### config.mk
export PLATFORM = sky130hd
export DESIGN_NAME = cla_bist_ctrl_flat
export DESIGN_NICKNAME = d
export VERILOG_FILES = /design/src/rtl/cla_bist_ctrl_if.sv /design/src/rtl/cla_bist_ctrl.sv /design/src/flat_wrapper.sv
export SDC_FILE = /design/constraint.sdc
export NUM_CORES = 1
export LEC_CHECK = 0
export CAP_MARGIN = 10
export CORE_UTILIZATION = 55
export DETAILED_ROUTE_END_ITERATION = 8
export PLACE_DENSITY = 0.89
export SLEW_MARGIN = 20
export SYNTH_ARGS = -nofsm -noshare
export SYNTH_HDL_FRONTEND = slang
export SYNTH_SLANG_ARGS = --single-unit
export TNS_END_PERCENT = 50
### constraint.sdc
create_clock -name clk -period 7.3 [get_ports clk]
set_clock_uncertainty 0.2 [all_clocks]
set_input_delay 1.825 -clock clk [delete_from_list [all_inputs] [get_ports clk]]
set_output_delay 1.825 -clock clk [all_outputs]
set_load 0.02 [all_outputs]
### src/rtl/cla_bist_ctrl_if.sv
// Adder-side bus of the CLA self-test controller: operands out,
// sum and carry back. The controller is master, the adder is slave.
interface cla_bist_ctrl_if #(
    parameter int WIDTH = 4
) ();
    logic [WIDTH-1:0] dut_x;
    logic [WIDTH-1:0] dut_y;
    logic             dut_cin;
    logic [WIDTH-1:0] dut_r;
    logic             dut_cout;

    modport master (
        output dut_x, dut_y, dut_cin,
        input  dut_r, dut_cout
    );

    modport slave (
        input  dut_x, dut_y, dut_cin,
        output dut_r, dut_cout
    );
endinterface

### src/rtl/cla_bist_ctrl.sv
// On-board sweep generator and checker for a 4-bit carry-lookahead
// adder: 46 fixed vectors, error count, first failing index, verdict.
module cla_bist_ctrl #(
    parameter int WIDTH  = 4,
    parameter int SETTLE = 2
) (
    input  logic            clk,
    input  logic            rst_n,
    input  logic            start,
    cla_bist_ctrl_if.master add_if,
    output logic            busy,
    output logic            done,
    output logic            pass,
    output logic [7:0]      err_count,
    output logic [5:0]      first_fail_idx,
    output logic            first_fail_vld,
    output logic [1:0]      phase
);
    localparam logic [5:0] LastIdx = 6'd45;
    localparam logic [3:0] SettleV = 4'(SETTLE);

    typedef enum logic [1:0] {
        IDLE,
        WAIT,
        DONE
    } state_e;

    typedef struct packed {
        logic             cin;
        logic [WIDTH-1:0] x;
        logic [WIDTH-1:0] y;
    } vec_t;

    state_e     state_q, state_d;
    logic [5:0] idx_q, idx_d;
    logic [3:0] wait_q, wait_d;
    vec_t       vec_q, vec_d;
    logic [7:0] err_q, err_d;
    logic [5:0] ffi_q, ffi_d;
    logic       ffv_q, ffv_d;
    logic [WIDTH:0] gold;
    logic       mism;

    // Phases 2 and 3 share one rule: x = y = idx - 30.
    function automatic vec_t vec_at(input logic [5:0] i);
        vec_t       v;
        logic [5:0] k;
        v = '0;
        k = '0;
        unique case (1'b1)
            (i < 6'd15): begin
                v.x = WIDTH'(i);
            end
            (i >= 6'd15 && i < 6'd30): begin
                k     = i - 6'd15;
                v.cin = 1'b1;
                v.x   = WIDTH'(k);
            end
            (i >= 6'd30): begin
                k     = i - 6'd30;
                v.cin = 1'b1;
                v.x   = WIDTH'(k);
                v.y   = WIDTH'(k);
            end
        endcase
        return v;
    endfunction

    function automatic logic [1:0] phase_of(input logic [5:0] i);
        logic [1:0] p;
        p = 2'd3;
        unique case (1'b1)
            (i < 6'd15):               p = 2'd0;
            (i >= 6'd15 && i < 6'd30): p = 2'd1;
            (i >= 6'd30 && i < 6'd38): p = 2'd2;
            (i >= 6'd38):              p = 2'd3;
        endcase
        return p;
    endfunction

    assign gold = {1'b0, vec_q.x}
                + {1'b0, vec_q.y}
                + {{WIDTH{1'b0}}, vec_q.cin};

    assign mism = (add_if.dut_r != gold[WIDTH-1:0])
               || (add_if.dut_cout != gold[WIDTH]);

    always_comb begin
        state_d = state_q;
        idx_d   = idx_q;
        wait_d  = wait_q;
        vec_d   = vec_q;
        err_d   = err_q;
        ffi_d   = ffi_q;
        ffv_d   = ffv_q;
        unique case (state_q)
            IDLE, DONE: begin
                if (start) begin
                    state_d = WAIT;
                    idx_d   = '0;
                    vec_d   = vec_at(6'd0);
                    wait_d  = SettleV;
                    err_d   = '0;
                    ffi_d   = '0;
                    ffv_d   = 1'b0;
                end
            end
            WAIT: begin
                if (wait_q != 4'd0) begin
                    wait_d = wait_q - 4'd1;
                end else begin
                    if (mism) begin
                        if (err_q != 8'hFF) begin
                            err_d = err_q + 8'd1;
                        end
                        if (!ffv_q) begin
                            ffi_d = idx_q;
                            ffv_d = 1'b1;
                        end
                    end
                    if (idx_q == LastIdx) begin
                        state_d = DONE;
                    end else begin
                        idx_d  = idx_q + 6'd1;
                        vec_d  = vec_at(idx_q + 6'd1);
                        wait_d = SettleV;
                    end
                end
            end
            default: state_d = IDLE;
        endcase
    end

    always_ff @(posedge clk or negedge rst_n) begin
        if (!rst_n) begin
            state_q <= IDLE;
            idx_q   <= '0;
            wait_q  <= '0;
            vec_q   <= '0;
            err_q   <= '0;
            ffi_q   <= '0;
            ffv_q   <= 1'b0;
        end else begin
            state_q <= state_d;
            idx_q   <= idx_d;
            wait_q  <= wait_d;
            vec_q   <= vec_d;
            err_q   <= err_d;
            ffi_q   <= ffi_d;
            ffv_q   <= ffv_d;
        end
    end

    assign add_if.dut_x   = vec_q.x;
    assign add_if.dut_y   = vec_q.y;
    assign add_if.dut_cin = vec_q.cin;

    assign busy           = (state_q == WAIT);
    assign done           = (state_q == DONE);
    assign pass           = done && (err_q == 8'd0);
    assign err_count      = err_q;
    assign first_fail_idx = ffi_q;
    assign first_fail_vld = ffv_q;
    assign phase = (state_q == IDLE) ? 2'd0 : phase_of(idx_q);
endmodule
### src/flat_wrapper.sv
// flat-port wrapper written by rule: the top's interface ports become plain ports
module cla_bist_ctrl_flat 
#(
    parameter int WIDTH  = 4,
    parameter int SETTLE = 2
)
  (clk, rst_n, start, busy, done, pass, err_count, first_fail_idx, first_fail_vld, phase, add_if_dut_x, add_if_dut_y, add_if_dut_cin, add_if_dut_r, add_if_dut_cout);
  cla_bist_ctrl_if #(.WIDTH(WIDTH)) add_if_i ();
  input  logic clk;
  input  logic rst_n;
  input  logic start;
  output logic busy;
  output logic done;
  output logic pass;
  output logic [7:0] err_count;
  output logic [5:0] first_fail_idx;
  output logic first_fail_vld;
  output logic [1:0] phase;
  output wire logic [$bits(add_if_i.dut_x)-1:0] add_if_dut_x;
  output wire logic [$bits(add_if_i.dut_y)-1:0] add_if_dut_y;
  output wire logic [$bits(add_if_i.dut_cin)-1:0] add_if_dut_cin;
  input wire logic [$bits(add_if_i.dut_r)-1:0] add_if_dut_r;
  input wire logic [$bits(add_if_i.dut_cout)-1:0] add_if_dut_cout;
  assign add_if_dut_x = add_if_i.dut_x;
  assign add_if_dut_y = add_if_i.dut_y;
  assign add_if_dut_cin = add_if_i.dut_cin;
  assign add_if_i.dut_r = add_if_dut_r;
  assign add_if_i.dut_cout = add_if_dut_cout;
  cla_bist_ctrl #(.WIDTH(WIDTH), .SETTLE(SETTLE)) u_core (.clk(clk), .rst_n(rst_n), .start(start), .add_if(add_if_i), .busy(busy), .done(done), .pass(pass), .err_count(err_count), .first_fail_idx(first_fail_idx), .first_fail_vld(first_fail_vld), .phase(phase));
endmodule
==> qor.yml, run 1 <==
status: "finished, final reports clean"
max-vdd-ir-drop_mv: 0.253
vias: 1892
path_max_fanout: 12
finalMaxSlewViolations: 0
grt_antenna_before_repair: 0
ys_types: 51
final_core_util_pct: 71.3
cts_tree: "yes"
setup-tns-final_ns: 0
cts-resized-gates: 0
cp-end-kind: "output pin"
finalHoldViolCount: 0
diodes: 0
synth_ff_type: "dfrtp_1"
cts_buffers: 5
place_area_um2: 2600
firstDrtPassIters: 4
power.density_nw_per_um2: 394
rsz0062_at_grt: "no"
buffer_ports.inserted: 36
yosysTopAreaCell: "dfrtp_1"
cap_violations: 0
ys_warn_count: 0
slew_headroom_pct: 40.8
post_cts.repair.setup_buffers: 0
arrival_ns: 2.41
drcViolationCount: 0
initial_core_util_pct: 58.7
max-clock-path-buffers: 2
cp.required_ns: 5.28
min_path_type: "reg -> reg"
hold_slack_ns: 0.306
yosys-top-cells-area: "dfrtp_1 41%, ha_1 6.8%, nand2_1 5.4%"
drt_iter0_markers: 234
num-fill-cells: 307
fin_area_um2: 2690
cts_hold_buffers: 0
dp_slack_ns: 3.08
place_inst: 314
max_freq_ghz: 0.226
cts_max_level: 2
setup_viol_count_final: 0
instances_no_fill: 322
core_um2: 3770
grt_start_max_net_pins: 37
finalPower_mw: 1.06
die_y_um: 65.4
crit_type: "reg -> out"
overflow: 0
ys_seq_area_share_pct: 40.7
fin_crit_sh_pct: 60.7
mappedNetlistArea_um2: 2210
grtUsageTotal_pct: 26.0
drive_gt1_share_pct: 5.11
grt_pass1_wl_mm: 8.41
avgRoutedWirePerCell_um: 15.0
drt_wl_total_mm: 4.84
avgSynthCellArea_um2: 9.33
synth_top_area_share_pct: 40.7
die_width_um: 65.4
synthCells: 237
min_period_ns: 4.43
io_pins: 37
synth-edff-count: 0
row_count: 22
layout_setup_ws_ns: 2.87
clock_latency_ns: 0.29
hpwl_mm: 3.51
async_reset_ff_share_pct: 100
grt_pass1_vias: 1808
p_leak_nw: 1.19
drtAntennaViolNets: 0
clk_pin_slew_worst_paths_ns: 0.07
syn_to_final_growth_pct: 21.6
synth_fp_nets: 259
place_congestion: 0.921
nNetsFinal: 295
ys_seq_elements: 36
numClockSinks: 36
die_area_um2: 4280
via_per_inst: 5.88
start_kind: "flop"
cts-root-buf: "clkbuf_8"
tightest_slew_ns: 0.885
-- synth_stat cells (2+ instances only) --
master    count
o31ai_1       2
a31oi_1       3
nor2_1       14
buf_4         2
o21ai_0      14
nand2b_1      3
inv_1        12
xor2_1        4
nor4_1        2
fa_1          2
nand2_1      32
a21o_1        3
ha_1         12
or3_1         2
a21oi_1       8
and2_1        4
nand4_1       4
dfrtp_1      36
nor3_1        3
and4b_1       2
o22a_1        3
o21a_1        2
mux2i_1       3
o21ai_1      13
buf_2         5
clkbuf_1      2
xnor2_1       9
nand3_1       7
a22o_1        7
-- critical path, cell delays in order (launching register included) --
cell	delay [ns]
dfrtp_1	0.60
ha_1	0.29
nand3_1	0.23
nand2_1	0.14
a21oi_1	0.07
nor3_1	0.16
clkdlybuf4s50_1	0.63
-- area by class of cell --
class	instances	area (µm²)	area share [%]
clock buffers	8	90.1	3.35
repair buffers	38	375	14.0
flip-flops and latches	36	901	33.5
multi-input cells	178	1210	45.0
well taps	48	60.1	2.23
inverters	14	52.6	1.95
-- path summary, 6_finish.rpt --
kind,cells after the start,slack [ns],from,endpoint
worst max-delay path,6,2.87,u_core.idx_q[0],phase[0]
worst min-delay path,1,0.31,u_core.first_fail_idx[0],u_core.first_fail_idx[0]
worst max register to register,8,3.87,u_core.add_if.dut_cin,u_core.first_fail_idx[1]
worst min register to register,1,0.31,u_core.first_fail_idx[0],u_core.first_fail_idx[0]
max in group asynchronous,2,4.82,rst_n,u_core.first_fail_idx[2]
min in group asynchronous,2,1.76,rst_n,u_core.wait_q[2]
-- per-layer routing --
metal  vias up  wire length [µm]  share of wire, %  GRT usage [%]
met1       918              2100                43           32.2
li1        911                 -                 -              -
met2        54              2470                51           43.0
met4         0                72               1.5           9.51
met3         9               195               4.0           7.47
met5         -                 0                 0              0
-- state kept, by name, summed over array words and instances, names as in the netlist --
name	count
u_core.first_fail_vld	1
u_core.wait_q	4
u_core.first_fail_idx	6
u_core.add_if.dut_cin	1
u_core.add_if.dut_x	4
u_core.add_if.dut_y	4
u_core.idx_q	6
u_core.state_q	2
u_core.err_count	8
-- power by group --
group | internal, mW | switching [mW] | leakage (nW) | total (mW)
Clock | 0.0769 | 0.0673 | 0.0455 | 0.144
Combinational | 0.248 | 0.303 | 0.670 | 0.551
Sequential | 0.271 | 0.0941 | 0.473 | 0.365
Total | 0.596 | 0.464 | 1.19 | 1.06
-- placed cells by master, fill, tap and decap left out, types with 4 or more instances in the layout --
cell type / synthesis / routed
clkdlybuf4s50_1: 0 / 36
dfrtp_1: 36 / 36
nand2_1: 32 / 32
nor2_1: 14 / 14
o21ai_0: 14 / 14
o21ai_1: 13 / 13
inv_1: 12 / 12
ha_1: 12 / 12
xnor2_1: 9 / 9
a21oi_1: 8 / 8
nand3_1: 7 / 7
a22o_1: 7 / 7
clkbuf_8: 0 / 6
nand4_1: 4 / 4
xor2_1: 4 / 4
and2_1: 4 / 4
-- logic make-up (layout without fill, tap and decap cells) --
logic type | Yosys count | in the layout | synth area share (%)
mux | 3 | 3 | 1.36
compound gates | 67 | 67 | 20.9
fa+ha+maj | 14 | 14 | 8.60
simple gates | 79 | 79 | 17.3
flops | 36 | 36 | 40.7
buf+inv | 23 | 60 | 4.52
xor+xnor | 15 | 15 | 6.62
Power figures use the tool's default switching activity.
==> inputs of run 2 (changes only) <==
--- a/config.mk
+++ b/config.mk
@@ -6,9 +6,9 @@
 export NUM_CORES = 1
 export LEC_CHECK = 0
 export CAP_MARGIN = 10
-export CORE_UTILIZATION = 55
+export CORE_UTILIZATION = 53
 export DETAILED_ROUTE_END_ITERATION = 8
-export PLACE_DENSITY = 0.89
+export PLACE_DENSITY = 0.87
 export SLEW_MARGIN = 20
 export SYNTH_ARGS = -nofsm -noshare
 export SYNTH_HDL_FRONTEND = slang
==> constraint.sdc (replaced) <==
create_clock -name clk -period 4.4 [get_ports clk]
set_clock_uncertainty 0.2 [all_clocks]
set_input_delay 1.1 -clock clk [delete_from_list [all_inputs] [get_ports clk]]
set_output_delay 1.1 -clock clk [all_outputs]
set_load 0.02 [all_outputs]
==> run 2 against run 1 <==
Net effect: count of clock-buffer cells in the layout shrank 1; final cell count grew 0.31%; power grew 67%; cell area grew 0.33%; first-iteration DRC count shrank 59%; register-to-register slack lost 2.7 ns; flip-flop and latch count is the same; wire length grew 0.72%; combinational power grew 65%; core utilization shrank 3.9 points; via count grew 0.16%; highest routed layer unchanged.
==> qor.yml, run 2 (synthesis gave the netlist of run 1 again) <==
initial_core_util_pct: 55.3  # -3.4 points
cts_buffers: 5  # unchanged
drt_iter0_markers: 96  # -59%
nNetsFinal: 295  # unchanged
die_area_um2: 4440  # +3.7%
io_pins: 37  # unchanged
overflow: 0  # unchanged
diodes: 0  # unchanged
power.density_nw_per_um2: 655  # +66%
grt_pass1_vias: 1820  # +0.66%
finalHoldViolCount: 0  # unchanged
buffer_ports.inserted: 36  # unchanged
numClockSinks: 36  # unchanged
start_kind: "flop"
post_cts.repair.setup_buffers: 0  # unchanged
setup_viol_count_final: 0  # unchanged
cts_max_level: 2  # unchanged
path_max_fanout: 12  # unchanged
finalMaxSlewViolations: 0  # unchanged
finalPower_mw: 1.77  # +67%
die_width_um: 66.6  # +1.8%
status: "finished, final reports clean"
arrival_ns: 2.28  # -0.13 ns
grt_pass1_wl_mm: 8.14  # -3.2%
max-vdd-ir-drop_mv: 0.354  # +40%
drt_wl_total_mm: 4.88  # +0.72%
crit_type: "reg -> out"
vias: 1895  # +0.16%
most-common-layout-cells: "36 x clkdlybuf4s50_1, 36 x dfrtp_1, 32 x nand2_1, 14 x nor2_1, 14 x o21ai_0"
grtUsageTotal_pct: 24.9  # -1.1 points
hpwl_mm: 3.56  # +1.3%
fin_crit_sh_pct: 81.5
grt_antenna_before_repair: 0  # unchanged
clock_latency_ns: 0.29  # about the same
max_freq_ghz: 0.279
cp.required_ns: 3.10  # -2.18 ns
min_period_ns: 3.58
slew_headroom_pct: 26.1  # -15 points
die_y_um: 66.6  # +1.8%
max-clock-path-buffers: 2  # unchanged
largest_reg_flops: 8  # unchanged
clk_pin_slew_worst_paths_ns: 0.07  # about the same
p_leak_nw: 1.19  # +0.41%
avgRoutedWirePerCell_um: 15.1  # +0.41%
setup-tns-final_ns: 0  # unchanged
min_path_type: "reg -> reg"
cap_violations: 0  # unchanged
place_congestion: 0.854  # -7.3%
row_count: 23  # +4.5%
cts-root-buf: "clkbuf_8"
cts-resized-gates: 0  # unchanged
syn_to_final_growth_pct: 22.0
core_um2: 4000  # +6.1%
rsz0062_at_grt: "no"
grt_start_max_net_pins: 37  # unchanged
tightest_slew_ns: 1.10  # +0.217 ns
drive_gt1_share_pct: 5.49  # +0.39 points
dp_slack_ns: 1.07  # -2.01 ns
cts_tree: "yes"
firstDrtPassIters: 4  # unchanged
drtAntennaViolNets: 0  # unchanged
drcViolationCount: 0  # unchanged
cp-end-kind: "output pin"
via_per_inst: 5.87  # -0.15%
cts_hold_buffers: 0  # unchanged
layout_setup_ws_ns: 0.815  # -2.05 ns
run 2: layout make-up:
cell class / instances / area [µm²]
Sequential cell: 36 / 901
Fill cell: 318 / 1300
Timing Repair Buffer: 38 / 375
Multi-Input combinational cell: 178 / 1210
Inverter: 14 / 52.6
Tap cell: 50 / 62.6
Clock buffer: 7 / 96.3
run 2: critical path, cell delays in order, from the launching register on:
cell,delay (ns)
dfrtp_1,0.55
ha_1,0.27
nand3_1,0.22
nand2_1,0.13
a21oi_1,0.07
nor3_1,0.13
clkdlybuf4s50_1,0.63
run 2: layer usage:
layer / track usage [%] / vias to the layer above / wire [µm]
met1: 29.6 / 927 / 2170
met5: 0 / - / 0
met4: 10.1 / 0 / 79
met2: 43.1 / 47 / 2440
met3: 5.65 / 6 / 185
li1: - / 915 / -
run 2: final timing paths:
| check | slack, ns | start | depth (start not counted) | to |
|---|---|---|---|---|
| setup / recovery | 0.82 | u_core.idx_q[0] | 6 | phase[0] |
| hold / removal | 0.30 | u_core.first_fail_idx[1] | 1 | u_core.first_fail_idx[1] |
| setup reg to reg | 1.19 | u_core.add_if.dut_cin | 8 | u_core.first_fail_idx[1] |
| hold reg to reg | 0.30 | u_core.first_fail_idx[1] | 1 | u_core.first_fail_idx[1] |
| max in group asynchronous | 2.63 | rst_n | 2 | u_core.add_if.dut_y[2] |
| min in group asynchronous | 1.04 | rst_n | 2 | u_core.err_count[0] |
run 2: through the flow:
step | std cells | cell area [µm²] | utilization, % | hold slack (ns)
finish | 323 | 2700 | 67.5 | 0.304
global route | 323 | 2700 | 67.5 | 0.328
CTS | 323 | 2700 | 67.5 | 0.306
detailed placement | 316 | 2600 | 65.1 | 0.289
global placement | 316 | 2600 | 65.1 | 0.289
floorplan | 237 | 2210 | - | 0.312
run 2: power breakdown:
group,internal (mW),total [mW],switching (mW)
Clock,0.139,0.253,0.114
Combinational,0.412,0.911,0.499
Sequential,0.450,0.605,0.155
Total,1.00,1.77,0.767
